**config.mk**
```make
export PLATFORM = sky130hd
export DESIGN_NAME = branch_resolve_bht
export DESIGN_NICKNAME = d
export VERILOG_FILES = /design/src/rtl/branch_resolve_bht.sv
export SDC_FILE = /design/constraint.sdc
export NUM_CORES = 1
export LEC_CHECK = 0
export ABC_AREA = 1
export BUFFER_PORTS_ARGS = -buffer_cell sky130_fd_sc_hd__buf_2
export CAP_MARGIN = 20
export CORE_ASPECT_RATIO = 0.5
export CORE_MARGIN = 2
export CORE_UTILIZATION = 25
export DETAILED_ROUTE_END_ITERATION = 7
export GPL_ROUTABILITY_DRIVEN = 0
export SYNTH_ARGS = -nofsm -noshare
export SYNTH_HDL_FRONTEND = slang
export SYNTH_SLANG_ARGS = --single-unit
export TNS_END_PERCENT = 20
```
**constraint.sdc**
```tcl
create_clock -name clk -period 5 [get_ports clk]
set_clock_uncertainty 0.2 [all_clocks]
set_input_delay 1.5 -clock clk [delete_from_list [all_inputs] [get_ports clk]]
set_output_delay 1.5 -clock clk [all_outputs]
set_load 0.02 [all_outputs]
```
**src/rtl/branch_resolve_bht.sv**
```systemverilog
// EX-stage branch resolution with a direct-mapped table of 2-bit saturating counters.
// Latency: flush/redirect one cycle after resolve. Backpressure: none, resolves every cycle.
module branch_resolve_bht #(
    parameter int IDX_BITS = 6,
    parameter int PC_W     = 32
) (
    input  logic              clk,
    input  logic              reset,
    input  logic [PC_W-1:0]   if_pc,
    output logic              if_pred_taken,
    input  logic              ex_valid,
    input  logic              ex_is_branch,
    input  logic [1:0]        ex_br_type,
    input  logic              ex_zero_flag,
    input  logic [31:0]       ex_alu_result,
    input  logic [PC_W-1:0]   ex_pc,
    input  logic [PC_W-1:0]   ex_imm,
    input  logic              ex_pred_taken,
    output logic              flush,
    output logic              redirect_valid,
    output logic [PC_W-1:0]   redirect_pc,
    output logic [31:0]       branch_count,
    output logic [31:0]       mispredict_count
);

    localparam int ENTRIES = 2 ** IDX_BITS;

    logic [1:0]          bht_q [ENTRIES];
    logic                flush_q, flush_d;
    logic [PC_W-1:0]     redirect_pc_q, redirect_pc_d;
    logic [31:0]         branch_count_q, branch_count_d;
    logic [31:0]         mispredict_count_q, mispredict_count_d;

    logic [IDX_BITS-1:0] if_idx, ex_idx;
    logic                res, dir, taken, mispredict;
    logic [PC_W-1:0]     target;
    logic [1:0]          ctr_cur, ctr_d;

    assign if_idx = if_pc[IDX_BITS+1:2];
    assign ex_idx = ex_pc[IDX_BITS+1:2];

    // Pre-update read: a same-cycle write to this entry lands at the next edge.
    assign if_pred_taken = bht_q[if_idx][1];

    always_comb begin
        res = ex_valid & ex_is_branch & ~flush_q;
        case (ex_br_type)
            2'b00:   dir = ex_zero_flag;
            2'b01:   dir = ~ex_zero_flag;
            2'b10:   dir = ex_alu_result[0];
            default: dir = ~ex_alu_result[0];
        endcase
        // Gating with res keeps floating EX operands out of every state path.
        taken      = res & dir;
        mispredict = res & (taken != ex_pred_taken);
        target     = taken ? (ex_pc + ex_imm) : (ex_pc + PC_W'(4));

        ctr_cur = bht_q[ex_idx];
        ctr_d   = ctr_cur;
        if (taken && ctr_cur != 2'b11)
            ctr_d = ctr_cur + 2'd1;
        else if (!taken && ctr_cur != 2'b00)
            ctr_d = ctr_cur - 2'd1;

        flush_d            = mispredict;
        redirect_pc_d      = mispredict ? target : redirect_pc_q;
        branch_count_d     = branch_count_q + 32'(res);
        mispredict_count_d = mispredict_count_q + 32'(mispredict);
    end

    always_ff @(posedge clk) begin
        if (reset) begin
            for (int i = 0; i < ENTRIES; i++)
                bht_q[i] <= 2'b01;
            flush_q            <= 1'b0;
            redirect_pc_q      <= '0;
            branch_count_q     <= '0;
            mispredict_count_q <= '0;
        end else begin
            if (res)
                bht_q[ex_idx] <= ctr_d;
            flush_q            <= flush_d;
            redirect_pc_q      <= redirect_pc_d;
            branch_count_q     <= branch_count_d;
            mispredict_count_q <= mispredict_count_d;
        end
    end

    // Reset held in the cycle after a mispredict cancels the pending redirect.
    assign flush            = flush_q & ~reset;
    assign redirect_valid   = flush_q & ~reset;
    assign redirect_pc      = redirect_pc_q;
    assign branch_count     = branch_count_q;
    assign mispredict_count = mispredict_count_q;

    logic unused_bits;
    assign unused_bits = ^{if_pc[PC_W-1:IDX_BITS+2], if_pc[1:0], ex_alu_result[31:1]};

endmodule
```
# == After elaboration in Yosys (flattened, before gate mapping) ==
# Memory sizes are Yosys's and may differ from the RTL's.
# Index checks and enable logic that the tools add are counted.
# W data, S select, Z words.
# op_classes
mux,12
reduce_logical,6
bitwise,9
addsub,6
n_eq_ne,4
# op_table
operator,n
$add A32 B1 Y32,2
$add A32 B3 Y32 const B,1
$add A32 B32 Y32,1
$mux W32,1
$mux W1,6
$mux W2,3
$mux W6,1
$and A1 B1 Y1,5
$not A1 Y1,4
$pmux W1 S3,1
$add A2 B1 Y2 const B,1
$eq A2 B1 Y1 const B,1
$eq A2 B2 Y1 const B,1
$logic_and A1 B1 Y1,2
$logic_not A2 Y1,1
$ne A2 B2 Y1 const B,1
$reduce_bool A2 Y1,1
$reduce_or A2 Y1,1
$sub A2 B1 Y2 const B,1
$logic_not A1 Y1,1
$ne A1 B1 Y1,1
# word_totals
inputBits,136
memories,1
ff_bits,97
ram_bits,128
word_cells,42
# memory_table
memory,words,width,read_ports,rd_ports_with_merged_regs,wr,line_no,source
bht_q,64,2,2,0,64,28,logic [1:0] bht_q [ENTRIES];

# == Longest topological paths before layout ==
# depth
word_depth,8
depth_mapped,21
ltp_nobuf,19

# == Worst setup path before layout ==
# No wires, ideal clock.
# synth_path
path_kind,input -> register
start,input ex_alu_result[0]
end,register mispredict_count_q[20] (netlist: mispredict_count[20])
setup_time_ns,0.119
t_arrival_ns,4.046
n_path_buf,3
setup_slack_ns,0.634
cell_stages,20
cell_sequence,nand2_1 > o21ai_1 > or2_0 > nand3_1 > buf_2 > nand3_1 > o21ai_1 > buf_2 > buf_2 > ha_1 > ha_1 > nand3_1 > nor2_1 > nand2_1 > nor2_1 > nand2_1 > nor3_1 > nand3_1 > o21ai_0 > a21oi_1
# synth_between
elab_chain_len,6
# synth_rtl
element,line_no,source
from (decl),15,"input logic [31:0] ex_alu_result,"
$not A1 Y1,51,default: dir = ~ex_alu_result[0];
$pmux W1 S3 *,47,case (ex_br_type)
$and A1 B1 Y1 *,54,taken = res & dir;
$ne A1 B1 Y1 *,55,mispredict = res & (taken != ex_pred_taken);
$and A1 B1 Y1 *,55,
named net flush_d,29,"logic flush_q, flush_d;"
$add A32 B1 Y32 *,68,mispredict_count_d = mispredict_count_q + 32'(mispredict);
to (signal assigned),85,mispredict_count_q <= mispredict_count_d;
to (decl),32,"logic [31:0] mispredict_count_q, mispredict_count_d;"
# The timed path passes the listed nets; every way through them passes the cells marked *.
# A chain may end at the register's enable or synchronous reset.

# == Worst setup path after layout ==
# layout_path
start,input if_pc[3]
end,output if_pred_taken
# layout_between
elab_chain_len,1
# layout_rtl
element,line_no,source
from (decl),9,"input logic [PC_W-1:0] if_pc,"
$mem_v2 Z64 W2,-,
to (decl),10,"output logic if_pred_taken,"
# No other way between the ends.

==> results.cfg <==
[clock_network]
clkSinkCount = 225
path_clk_slew_ns = 0.06
cts_buffer_depth = 3
cts_tree = yes
cts_root_buf = clkbuf_16
postCtsSetupRepairBufs = 0
insertion_delay_ns = 0.55
cts_buffers = 27
ctsHoldBuffers = 0
htree_levels = 1
cts_resized = 0

[sta]
post-route-worst-setup-slack_ns = 0.281
drv_slew = 0
setup_violations = 0
max_freq_ghz = 0.212
relSlewSlack_pct = 49.2
worst_pin_slew_ns = 0.762
post-route-min-period_ns = 4.72
hold_viol_final = 0
timing.final.crit_share_pct = 94.4
grt_setup_unrepaired = no
finalSetupTns_ns = 0

[power]
power.density_nw_per_um2 = 276
max-vdd-ir-drop_mv = 0.238
p_leak_nw = 7.31

[setup_path]
cp.arrival_ns = 3.02
crit_top_cell = buf_2
cp.buffers_inverters = 3
critical_path.top_delay_family = compound AO/OA/AOI/OAI gates
crit_fanout = 16
cp_slowest_cell = o221ai_1
crit_chain = buf_2 > buf_4 > o21ai_0 > o221ai_1 > o211ai_1 > nand3_1 > nand3b_1 > nand2_1 > buf_2
startpoint_type = input port
critPathRequiredTime_ns = 3.30
critical-path-max-stage-delay_ns = 0.35
worstSetupEndpointType = primary output
critical_path_class = input port to primary output

[placement]
preCtsSetupSlack_ns = 0.321
io_buffers = 177
dpl.hpwl_mm = 35.6
place_area_um2 = 16500

[min_path]
hold_class = register to register

[run_status]
status = finished clean

[global_route]
use_met3_pct = 1.66
grt_max_degree = 65
globalRouteMet1Util_pct = 19.7
grt_pass1_wl_mm = 75.4
grt_util_met2_pct = 26.6
grt_overflow_total = 0
antenna_found_initial = 4
gr-usage-all-layers_pct = 15.4
busiest_layer = met2
grt_pass1_vias = 13923

[finish]
nets = 2512
stdcell_area_um2 = 17300
drive_gt1_share_pct = 11.9
area_growth_pct = 17.2
final_cell_mix = 659 x nand2_1, 319 x nor2_1, 238 x inv_1, 177 x buf_2, 156 x nand3_1
final_common_cell = nand2_1

[synthesis]
synthesis.instances = 2182
synth.distinct_cells = 41
yosys_warnings = 0
synth_fp_nets = 2358
avgSynthCellArea_um2 = 6.78
synth_seq_area_share_pct = 39.1
syn_area_um2 = 14800
ys_seq_elements = 225

[die]
die_w_um = 348
pin_count = 235
fp.dieH_um = 176
die_area_um2 = 61300
coreArea_um2 = 57900
fp-row-count = 62
initial_core_util_pct = 25.5

[job]
cap_violations = 0

[detailed_routing]
viasPerCell = 4.75
drc = 0
drt_first_pass_iters = 6
drt-initial-drc-count = 1272
vias = 14870
finalWirelength_mm = 48.9
postRouteAntennaNets = 0
wl_per_cell_um = 15.6
[worst register-to-register path, stage by stage, from the launching register on]
cell and delay (ns):
dfxtp_1 0.31, nor2_1 0.24, nand3_1 0.20, o21ai_4 0.25
ha_1 0.20, ha_1 0.18, nand3_1 0.17, nor2_1 0.17
nand2_1 0.09, nor2_1 0.12, nand2_1 0.10, nor3_1 0.41
nand3_1 0.17, o21ai_0 0.18, a21oi_1 0.05
[cells in the mapped netlist (all sizes together)]
cell | count | area (um2)
o21a | 2 | 15.0
nand3b | 13 | 97.6
nand4 | 15 | 93.8
nor3 | 53 | 265
xor2 | 23 | 201
ha | 39 | 488
a21oi | 120 | 601
xnor2 | 16 | 140
dfxtp | 97 | 1940
o21ai | 120 | 601
nor4 | 9 | 56.3
buf | 41 | 297
nand3 | 159 | 818
or2 | 16 | 100
o221ai | 8 | 70.1
edfxtp | 128 | 3840
nor2 | 327 | 1260
a31oi | 17 | 106
clkbuf | 41 | 154
fa | 1 | 20.0
inv | 247 | 927
a22oi | 1 | 7.51
o21bai | 3 | 22.5
o211ai | 8 | 60.1
nand2 | 663 | 2510
o22ai | 8 | 50.1
nor3b | 5 | 37.5
and3 | 2 | 12.5
[final timing paths]
| path | startpoint | end | slack, ns | cells past startpoint |
|---|---|---|---|---|
| worst max-delay path | if_pc[3] | if_pred_taken | 0.28 | 9 |
| worst min-delay path | branch_count[28]$_SDFF_PP0_ | branch_count[28]$_SDFF_PP0_ | 0.30 | 2 |
| worst max register to register | flush_q$_SDFF_PP0_ | mispredict_count[20]$_SDFF_PP0_ | 1.82 | 14 |
| worst min register to register | branch_count[28]$_SDFF_PP0_ | branch_count[28]$_SDFF_PP0_ | 0.30 | 2 |
[metal layers]
metal | part of all wire [%] | wire [um]
met1 | 42 | 20600
met2 | 48 | 23400
met3 | 6.0 | 2930
met4 | 4.1 | 1990
met5 | 0 | 0
[cell families (layout without fill, tap and decap cells)]
family | count (synthesis) | count (layout) | synth area share [%]
flops | 225 | 225 | 39.1
simple gates | 1262 | 1262 | 35.5
fa+ha+maj | 40 | 40 | 3.43
xor+xnor | 39 | 39 | 2.31
compound gates | 287 | 287 | 10.4
buf+inv | 329 | 504 | 9.31
other cells | 0 | 4 | 0
[power by group]
part / leakage [nW] / total, W / internal, W / switching, W
sequential: 1.99 / 0.00204 / 0.00201 / 0.0000313
clock: 0.395 / 0.00183 / 0.00105 / 0.000786
combinational: 4.93 / 0.000921 / 0.000268 / 0.000652
total: 7.31 / 0.00479 / 0.00332 / 0.00147
[metrics by stage]
stage | total power (W) | hold WS, ns | cells | util [%]
final | 0.00479 | 0.297 | 3129 | 29.9
after detailed placement | 0.00298 | 0.284 | 3075 | 28.5
after global placement | 0.00297 | 0.280 | 3075 | 28.5
after CTS | 0.00482 | 0.295 | 3125 | 29.9
after floorplan | 0.00269 | 0.348 | 2182 | -
after global routing | 0.00499 | 0.324 | 3129 | 29.9
[state kept, by name, summed over array words and instances, names as in the netlist]
name and count:
bht_q 128, branch_count 32, flush_q 1, mispredict_count 32, redirect_pc 32
[final cells by class]
class                      count  area [um2]
multi-input combinational   1628        7640
sequential                   225        5790
antenna                        4        10.0
clock inverter                15         113
clock buffer                  35         706
tap                          768         961
inverter                     247         928
timing repair buffer         207        1200
fill                        6217       40600
Power figures use the tool's default switching activity.
